### config.mk
export PLATFORM = sky130hd
export DESIGN_NAME = mux_rr_arb_4
export DESIGN_NICKNAME = d
export VERILOG_FILES = /design/src/rtl/mux_rr_arb_4_pkg.sv /design/src/rtl/mux_rr_arb_4_mux.sv /design/src/rtl/mux_rr_arb_4.sv
export SDC_FILE = /design/constraint.sdc
export NUM_CORES = 1
export LEC_CHECK = 0
export CAP_MARGIN = 20
export CORE_UTILIZATION = 38
export DETAILED_ROUTE_END_ITERATION = 6
export MAX_ROUTING_LAYER = met4
export PLACE_DENSITY = 0.8
export SETUP_SLACK_MARGIN = 0.2
export SLEW_MARGIN = 40
export SYNTH_ARGS = -nofsm -noshare
export SYNTH_HDL_FRONTEND = slang
export SYNTH_HIERARCHICAL = 1
export SYNTH_SLANG_ARGS = --single-unit
### constraint.sdc
create_clock -name clk -period 2.1 [get_ports clk]
set_input_delay 0.21 -clock clk [delete_from_list [all_inputs] [get_ports clk]]
set_output_delay 0.21 -clock clk [all_outputs]
set_load 0.005 [all_outputs]
### src/rtl/mux_rr_arb_4_pkg.sv
// Shared definitions for the 4-way round-robin arbiter with data mux.
// Holds the FSM encoding, the hold limit default and the rotating-priority search.
package mux_rr_arb_4_pkg;

   typedef enum logic {
      StIdle = 1'b0,
      StBusy = 1'b1
   } arb_state_e;

   localparam int unsigned MaxHoldDefault = 4;

   // Returns {found, index} of the first set req bit searching ptr, ptr+1, ... (mod 4).
   function automatic logic [2:0] rr_pick(input logic [3:0] req, input logic [1:0] ptr);
      logic [2:0] res;
      logic [1:0] idx;
      res = 3'b000;
      // Walk offsets high to low so the smallest offset from ptr is written last.
      for (int k = 3; k >= 0; k--) begin
         idx = ptr + 2'(k);
         if (req[idx]) begin
            res = {1'b1, idx};
         end
      end
      return res;
   endfunction

endpackage

### src/rtl/mux_rr_arb_4_mux.sv
// 4:1 multiplexer for 16-bit data, select driven by the arbiter's owner index.
module mux_4_1_16bit (
   input  logic [1:0]  sel_i,
   input  logic [15:0] in0_i,
   input  logic [15:0] in1_i,
   input  logic [15:0] in2_i,
   input  logic [15:0] in3_i,
   output logic [15:0] out_o
);

   always_comb begin
      out_o = 16'h0000;
      unique case (sel_i)
         2'd0:    out_o = in0_i;
         2'd1:    out_o = in1_i;
         2'd2:    out_o = in2_i;
         2'd3:    out_o = in3_i;
         default: out_o = 16'h0000;
      endcase
   end

endmodule

### src/rtl/mux_rr_arb_4.sv
// Round-robin arbiter for four requesters with bounded tenure and a gated data mux.
// Grant and select are registered; the data path from in0..in3 to out0 is combinational.
module mux_rr_arb_4
   import mux_rr_arb_4_pkg::*;
#(
   parameter int unsigned MAX_HOLD = MaxHoldDefault
) (
   input  logic        clk,
   input  logic        rst,
   input  logic [3:0]  req,
   input  logic [15:0] in0,
   input  logic [15:0] in1,
   input  logic [15:0] in2,
   input  logic [15:0] in3,
   output logic [3:0]  gnt,
   output logic [1:0]  sel,
   output logic [15:0] out0,
   output logic        out_valid
);

   localparam logic [3:0] HoldMax = 4'(MAX_HOLD);

   arb_state_e  state_q, state_d;
   logic [3:0]  gnt_q, gnt_d;
   logic [1:0]  sel_q, sel_d;
   logic [1:0]  ptr_q, ptr_d;
   logic [3:0]  hold_q, hold_d;
   logic [2:0]  pick;
   logic        rel;
   logic [15:0] mux_out;

   always_comb begin
      state_d = state_q;
      gnt_d   = gnt_q;
      sel_d   = sel_q;
      ptr_d   = ptr_q;
      hold_d  = hold_q;
      rel     = 1'b0;
      pick    = rr_pick(req, ptr_q);

      unique case (state_q)
         StIdle: begin
            gnt_d = 4'b0000;
            if (pick[2]) begin
               state_d = StBusy;
               sel_d   = pick[1:0];
               gnt_d   = 4'b0001 << pick[1:0];
               hold_d  = 4'd1;
            end
         end
         StBusy: begin
            rel = !req[sel_q] || (hold_q == HoldMax);
            if (rel) begin
               // The rotated pointer takes effect in the same cycle so handoff has no bubble.
               ptr_d = sel_q + 2'd1;
               pick  = rr_pick(req, ptr_d);
               if (pick[2]) begin
                  sel_d  = pick[1:0];
                  gnt_d  = 4'b0001 << pick[1:0];
                  hold_d = 4'd1;
               end else begin
                  state_d = StIdle;
                  gnt_d   = 4'b0000;
                  hold_d  = 4'd0;
               end
            end else if (hold_q < HoldMax) begin
               hold_d = hold_q + 4'd1;
            end
         end
         default: begin
            state_d = StIdle;
            gnt_d   = 4'b0000;
         end
      endcase
   end

   always_ff @(posedge clk) begin
      if (rst) begin
         state_q <= StIdle;
         gnt_q   <= 4'b0000;
         sel_q   <= 2'b00;
         ptr_q   <= 2'b00;
         hold_q  <= 4'd0;
      end else begin
         state_q <= state_d;
         gnt_q   <= gnt_d;
         sel_q   <= sel_d;
         ptr_q   <= ptr_d;
         hold_q  <= hold_d;
      end
   end

   mux_4_1_16bit u_mux (
      .sel_i (sel_q),
      .in0_i (in0),
      .in1_i (in1),
      .in2_i (in2),
      .in3_i (in3),
      .out_o (mux_out)
   );

   assign gnt       = gnt_q;
   assign sel       = sel_q;
   assign out_valid = |gnt_q;
   assign out0      = out_valid ? mux_out : 16'h0000;

endmodule
Word-level counts from Yosys, hierarchy flattened

Cells that the tools add are included.

Bits in registers: 13
Bits of input ports: 70
Output and inout port bits: 23
Logic and storage cells: 88

Add/subtract/negate cells: 8
$lt $le $gt $ge: 10
Eq/ne operators: 8
Shift operators: 2
Muxes and demuxes: 47
Bitwise operators: 1
Reduce and logical (&&, ||, !) cells: 7

Operators with widths:

| kind                | count |
|---|---|
| $pmux 16 s4         | 1 |
| $mux 3              | 10 |
| $lt 2x3->1 const B  | 9 |
| $mux 4              | 6 |
| $bmux 1 s2          | 9 |
| $mux 16             | 1 |
| $pmux 4 s2          | 2 |
| $mux 1              | 13 |
| $add 2x2->2 const B | 4 |
| $shl 1x2->4 const A | 2 |
| $add 2x1->2 const B | 3 |
| $mux 2              | 3 |
| $add 4x1->4 const B | 1 |
| $eq 2x2->1 const B  | 2 |
| $eq 4x3->1 const B  | 1 |
| $lt 4x3->1 const B  | 1 |
| $ne 2x1->1 const B  | 2 |
| $pmux 2 s2          | 1 |
| $reduce_and 2->1    | 2 |
| $reduce_or 4->1     | 1 |
| $ne 3x1->1 const B  | 1 |
| $reduce_and 3->1    | 1 |
| $eq 2x1->1 const B  | 1 |
| $logic_not 2->1     | 1 |
| 5 further kinds     | 5 |

Depth between registers and ports, before layout

Gate-level depths: netlist of the first run.

Word-level depth: 14
Depth in mapped cells: 8
Gate-level depth less buffers: 7

Hierarchy

Netlist of the first run, hierarchy kept.

Modules (own cells, without submodules):

| module        | times used | cells an instance | area each (sq um) | sequential area each (sq um) |
|---|---|---|---|---|
| mux_rr_arb_4  | 1          | 147               | 1146.1            | 260.2 |
| mux_4_1_16bit | 1          | 20                | 424.2             | 0.0 |

Worst setup path after synthesis of the first run

Ideal clock, no wire load.

Path kind: reg-to-reg
From: reg sel_q[0], in the netlist sel[0]
To: reg gnt_q[3], in the netlist gnt[3]
Library setup time: 0.100 ns
Arrival time: 1.681 ns
Setup slack: 0.319 ns
Stages on the path, launching flop included: 7
Buffers on the path: 2
Cell sequence: dfxtp_1 buf_6 mux4_2 and3_1 buf_6 nor2b_4 a2111oi_4

Longest elaborated chain between the ends: 14

RTL lines:

| element                      | RTL line               | source |
|---|---|---|
| start, declared              | mux_rr_arb_4.sv:25     | `logic [1:0] sel_q, sel_d;` |
| start signal, assigned       | mux_rr_arb_4.sv:87     | `sel_q <= sel_d;` |
| $add 2x1->2                  | mux_rr_arb_4.sv:55     | `ptr_d = sel_q + 2'd1;` |
| $add 2x2->2                  | mux_rr_arb_4_pkg.sv:19 | `idx = ptr + 2'(k);` |
| $bmux 1 s2                   | mux_rr_arb_4_pkg.sv:20 | `if (req[idx]) begin` |
| $mux 1 (not written as such) | mux_rr_arb_4_pkg.sv:20 |  |
| $mux 3 (4 in a row)          | mux_rr_arb_4_pkg.sv:20 |  |
| $mux 3                       | mux_rr_arb_4.sv:53     | `if (rel) begin` |
| $mux 3                       | mux_rr_arb_4.sv:41     | `unique case (state_q)` |
| $shl 1x2->4                  | mux_rr_arb_4.sv:59     | `gnt_d = 4'b0001 << pick[1:0];` |
| $mux 4                       | mux_rr_arb_4.sv:57     | `if (pick[2]) begin` |
| $mux 4                       | mux_rr_arb_4.sv:53     |  |
| $pmux 4 s2                   | mux_rr_arb_4.sv:41     |  |
| end signal, assigned         | mux_rr_arb_4.sv:86     | `gnt_q <= gnt_d;` |
| end, declared                | mux_rr_arb_4.sv:24     | `logic [3:0] gnt_q, gnt_d;` |

Parallel ways exist; a longest one is shown, timed or not. The select of a mux whose other input is x is not followed.
A chain may end at the register's enable or synchronous reset.

Worst setup path in the final report of the first run

From: reg sel_q[0], in the netlist sel[0]
To: reg hold_q[3]

Longest elaborated chain between the ends: 6

RTL lines:

| element                                               | RTL line           | source |
|---|---|---|
| $bmux 1 s2 *                                          | mux_rr_arb_4.sv:52 | `rel = !req[sel_q] \|\| (hold_q == HoldMax);` |
| $mux 1 (not written as such) *                        | mux_rr_arb_4.sv:52 |  |
| $logic_not 1->1 *                                     | mux_rr_arb_4.sv:52 |  |
| $logic_or 1x1->1 *                                    | mux_rr_arb_4.sv:52 |  |
| $mux 4 / $ne 3x1->1 (equally long branches)           | --                 |  |
| $pmux 4 s2 / $reduce_and 2->1 (equally long branches) | --                 |  |
| end signal, assigned                                  | mux_rr_arb_4.sv:89 | `hold_q <= hold_d;` |
| end, declared                                         | mux_rr_arb_4.sv:27 | `logic [3:0] hold_q, hold_d;` |

Every way passes the cells marked *; elsewhere a longest branch is shown, timed or not. The select of a mux whose other input is x is not followed.

==> results of run 1 <==
-- per-layer routing --
metal,global-route usage,vias up,share of wire
li1,-,858,-
met1,0.284,855,0.40
met2,0.441,70,0.48
met3,0.0845,10,0.10
met4,0.0505,0,0.015
met5,-,-,0
-- power breakdown --
| group | total, mW | switching, mW | internal (mW) |
|---|---|---|---|
| combinational | 0.810 | 0.314 | 0.496 |
| clock | 0.221 | 0.0874 | 0.134 |
| sequential | 0.305 | 0.0331 | 0.272 |
| total | 1.34 | 0.434 | 0.902 |
-- cell families (layout without fill, tap and decap cells) --
| group | after synthesis | count (layout) |
|---|---|---|
| AO/OA/AOI/OAI | 47 | 47 |
| AND/OR/NAND/NOR | 66 | 66 |
| flip-flops | 13 | 13 |
| multiplexers | 17 | 17 |
| buffers and inverters | 21 | 131 |
| XOR/XNOR | 1 | 1 |
| adder cells (fa/ha/maj) | 2 | 2 |
-- what timing repair did --
item / CTS / global route
resized for setup: 30 / 20
endpoints found under the setup margin: 17 / 20
pin swaps: 0 / 2
buffers inserted: 7 / 2
-- Yosys cell counts (2+ instances only) --
cell type | instances | share of area
buf_6 | 3 | 0.022
nand3b_1 | 5 | 0.024
nand3_1 | 5 | 0.016
o21ai_0 | 12 | 0.038
o22ai_1 | 3 | 0.012
a21oi_1 | 10 | 0.032
nor3_1 | 3 | 0.0096
nor2b_1 | 20 | 0.080
clkbuf_1 | 7 | 0.017
ha_1 | 2 | 0.016
o2111ai_1 | 2 | 0.011
mux4_2 | 11 | 0.16
a211oi_1 | 2 | 0.0096
mux4_1 | 6 | 0.10
nand2b_1 | 5 | 0.020
nor2_1 | 10 | 0.024
dfxtp_1 | 13 | 0.17
nand2_1 | 10 | 0.024
buf_2 | 3 | 0.0096
inv_1 | 6 | 0.014
-- registers in the layout, summed over array words and instances (netlist names) --
register  flops
gnt           4
hold_q        4
ptr_q         2
sel           2
state_q       1
-- worst register-to-register path, cell delays in order, from the launching register on --
cell	delay, ns
dfxtp_4	0.37
buf_6	0.12
buf_6	0.10
mux4_2	0.57
o211a_1	0.19
a21oi_2	0.19
a41oi_2	0.16
nor3_2	0.12
-- metrics by stage --
stage | hold slack, ns | instances | setup slack, ns | utilization
floorplan | 0.288 | 167 | 0.319 | -
CTS | 0.513 | 325 | 0.137 | 0.682
detailed placement | 0.506 | 314 | 0.0591 | 0.658
finish | 0.522 | 327 | 0.212 | 0.687
global route | 0.572 | 327 | 0.140 | 0.687
global placement | 0.492 | 314 | 0.0900 | 0.658
-- worst max path at each step --
stage	from	end	slack, ns
3_5_place_dp	req[3]	gnt[3]	0.06
4_1_cts	sel[0]	out0[8]	0.14
6_report	sel[0]	hold_q[3]	0.21
2_1_floorplan	sel[0]	gnt[3]	0.32
3_3_place_gp	req[3]	gnt[3]	0.09
5_1_grt	sel[0]	hold_q[3]	0.14
-- final cells by class --
type,count,area share
clock buffers,4,0.0165
inverters,6,0.00825
multi-input cells,133,0.438
flip-flops and latches,13,0.0967
well taps,50,0.0229
repair buffers,121,0.418
-- placed cells by master (no fill, tap or decap), drive strengths merged, types with 6 or more instances in the layout --
| cell | count |
|---|---|
| inv | 6 |
| clkbuf | 11 |
| mux4 | 17 |
| nand2 | 10 |
| nor2 | 11 |
| nor2b | 21 |
| dfxtp | 13 |
| clkdlybuf4s50 | 76 |
| buf | 30 |
| a21oi | 12 |
| o21ai | 12 |
==> results.toml, run 1 <==
[yosys]
synth_adder_area_share = 0.0159
synth.mux.area_fraction = 0.258
synth_xor_area_frac = 0.00558
ys_ff_latch = 13
avgSynthCellArea_um2 = 9.40
syn-num-nets = 239
async_flop_share = 0
synth_warnings = 6
ys_seq_area_frac = 0.166
syn-instance-count = 167
synth_top_family_by_area = "multiplexers"
synth_edf_count = 0
ys_types = 49
synthSimpleGateAreaFrac = 0.254
synth_compound_area_frac = 0.217
synth-main-ff-cell = "dfxtp_1"
synth_area_um2 = 1570

[sta]
timing.final.crit_share = 0.899
setup_tns_ns = 0
slew_headroom = 0.733
timing.final.hold_violations = 0
fmax_mhz = 530
setup_violations = 0
slew_violations = 0
worstMarginPinSlew_ns = 0.397
clock_skew_ns = 0.00546
min_period_ns = 1.89
rsz0062_at_grt = "true"

[setup_path]
path_cells = "buf_6, buf_6, mux4_2, o211a_1, a21oi_2, a41oi_2, nor3_2"
start_kind = "register"
critPathTopFamily = "multiplexers"
cp_slowest_stage_delay_ns = 0.57
critPathCaptureType = "register"
worstPathRequired_ns = 2.27
setup.worst_path.class = "reg -> reg"
r2r_slack_ns = 0.21
worstPathBufferInverterCount = 2
critPathSlowestCell = "mux4_2"
path_depth = 7
critPathMaxFanout = 5
reg2reg_depth = 7
crit_path_frequent_cell = "buf_6"
critPathArrivalTime_ns = 2.06
worstReg2RegEnd = "hold_q[3]"
crit-reg2reg-launch = "sel[0]"

[floorplanning]
core_um2 = 3970
dieArea_um2 = 4390
fp.dieW_um = 66.3
initial_utilization = 0.395
dieHeight_um = 66.3
ioPinCount = 93
num_rows = 23

[power]
irDropWorstVdd_v = 0.000419
finalPower_mw = 1.34
p_leak_nw = 1.04
power_density_nw_per_um2 = 489

[final_layout]
seqCellArea_um2 = 264
drive_gt1_frac = 0.242
syn2layout_area_growth_pct = 73.9
fill_cells = 322
multi_input_area_um2 = 1200
stdcell_area_um2 = 2730
nNetsFinal = 350
diodes = 0

[placement]
portBuffers = 92
finalWeightedCongestion = 0.934
dp_hpwl_um = 4320
placed_cell_area_um2 = 2610

[drt]
drtIter0Drc = 74
drtAntennaViolNets = 0
drcViolationCount = 0
vias = 1793
first_pass_iters = 4
wire_per_inst_um = 16.9
wl_um = 5530
vias_per_cell = 5.48

[grt]
grt_use_total = 0.254
grt_antenna_before_repair = 0
grt_pass1_vias = 1706
grt_max_degree = 18
grt.overflow.total = 0
grt_pass1_wl_um = 8240

[clock_network]
htree_levels = 1
cts.clk_slew.worst_paths_ns = 0.06
cts.sinks = 13
ctsHoldBuffers = 0
insertion_delay_ns = 0.24
cts_tree = "yes"
cts_made_buffers = 3
cts_buffer_depth = 2
cts_root_buf = "clkbuf_8"

[worst_hold_path]
hold_path_end = "gnt[1]"
worstHoldStart = "gnt[1]"
hold_path_class = "reg -> reg"
hold_depth = 2

[run_status]
status = "finished, final reports clean"

[flow_run]
cap_violations = 0
No activity file was read; power rests on OpenSTA's default activity.
==> run 2, diff against run 1 <==
- CTS_CLUSTER_DIAMETER: default -> 100
==> results of run 2 <==
The final DEF is identical to that of run 1; final timing and power are the same.
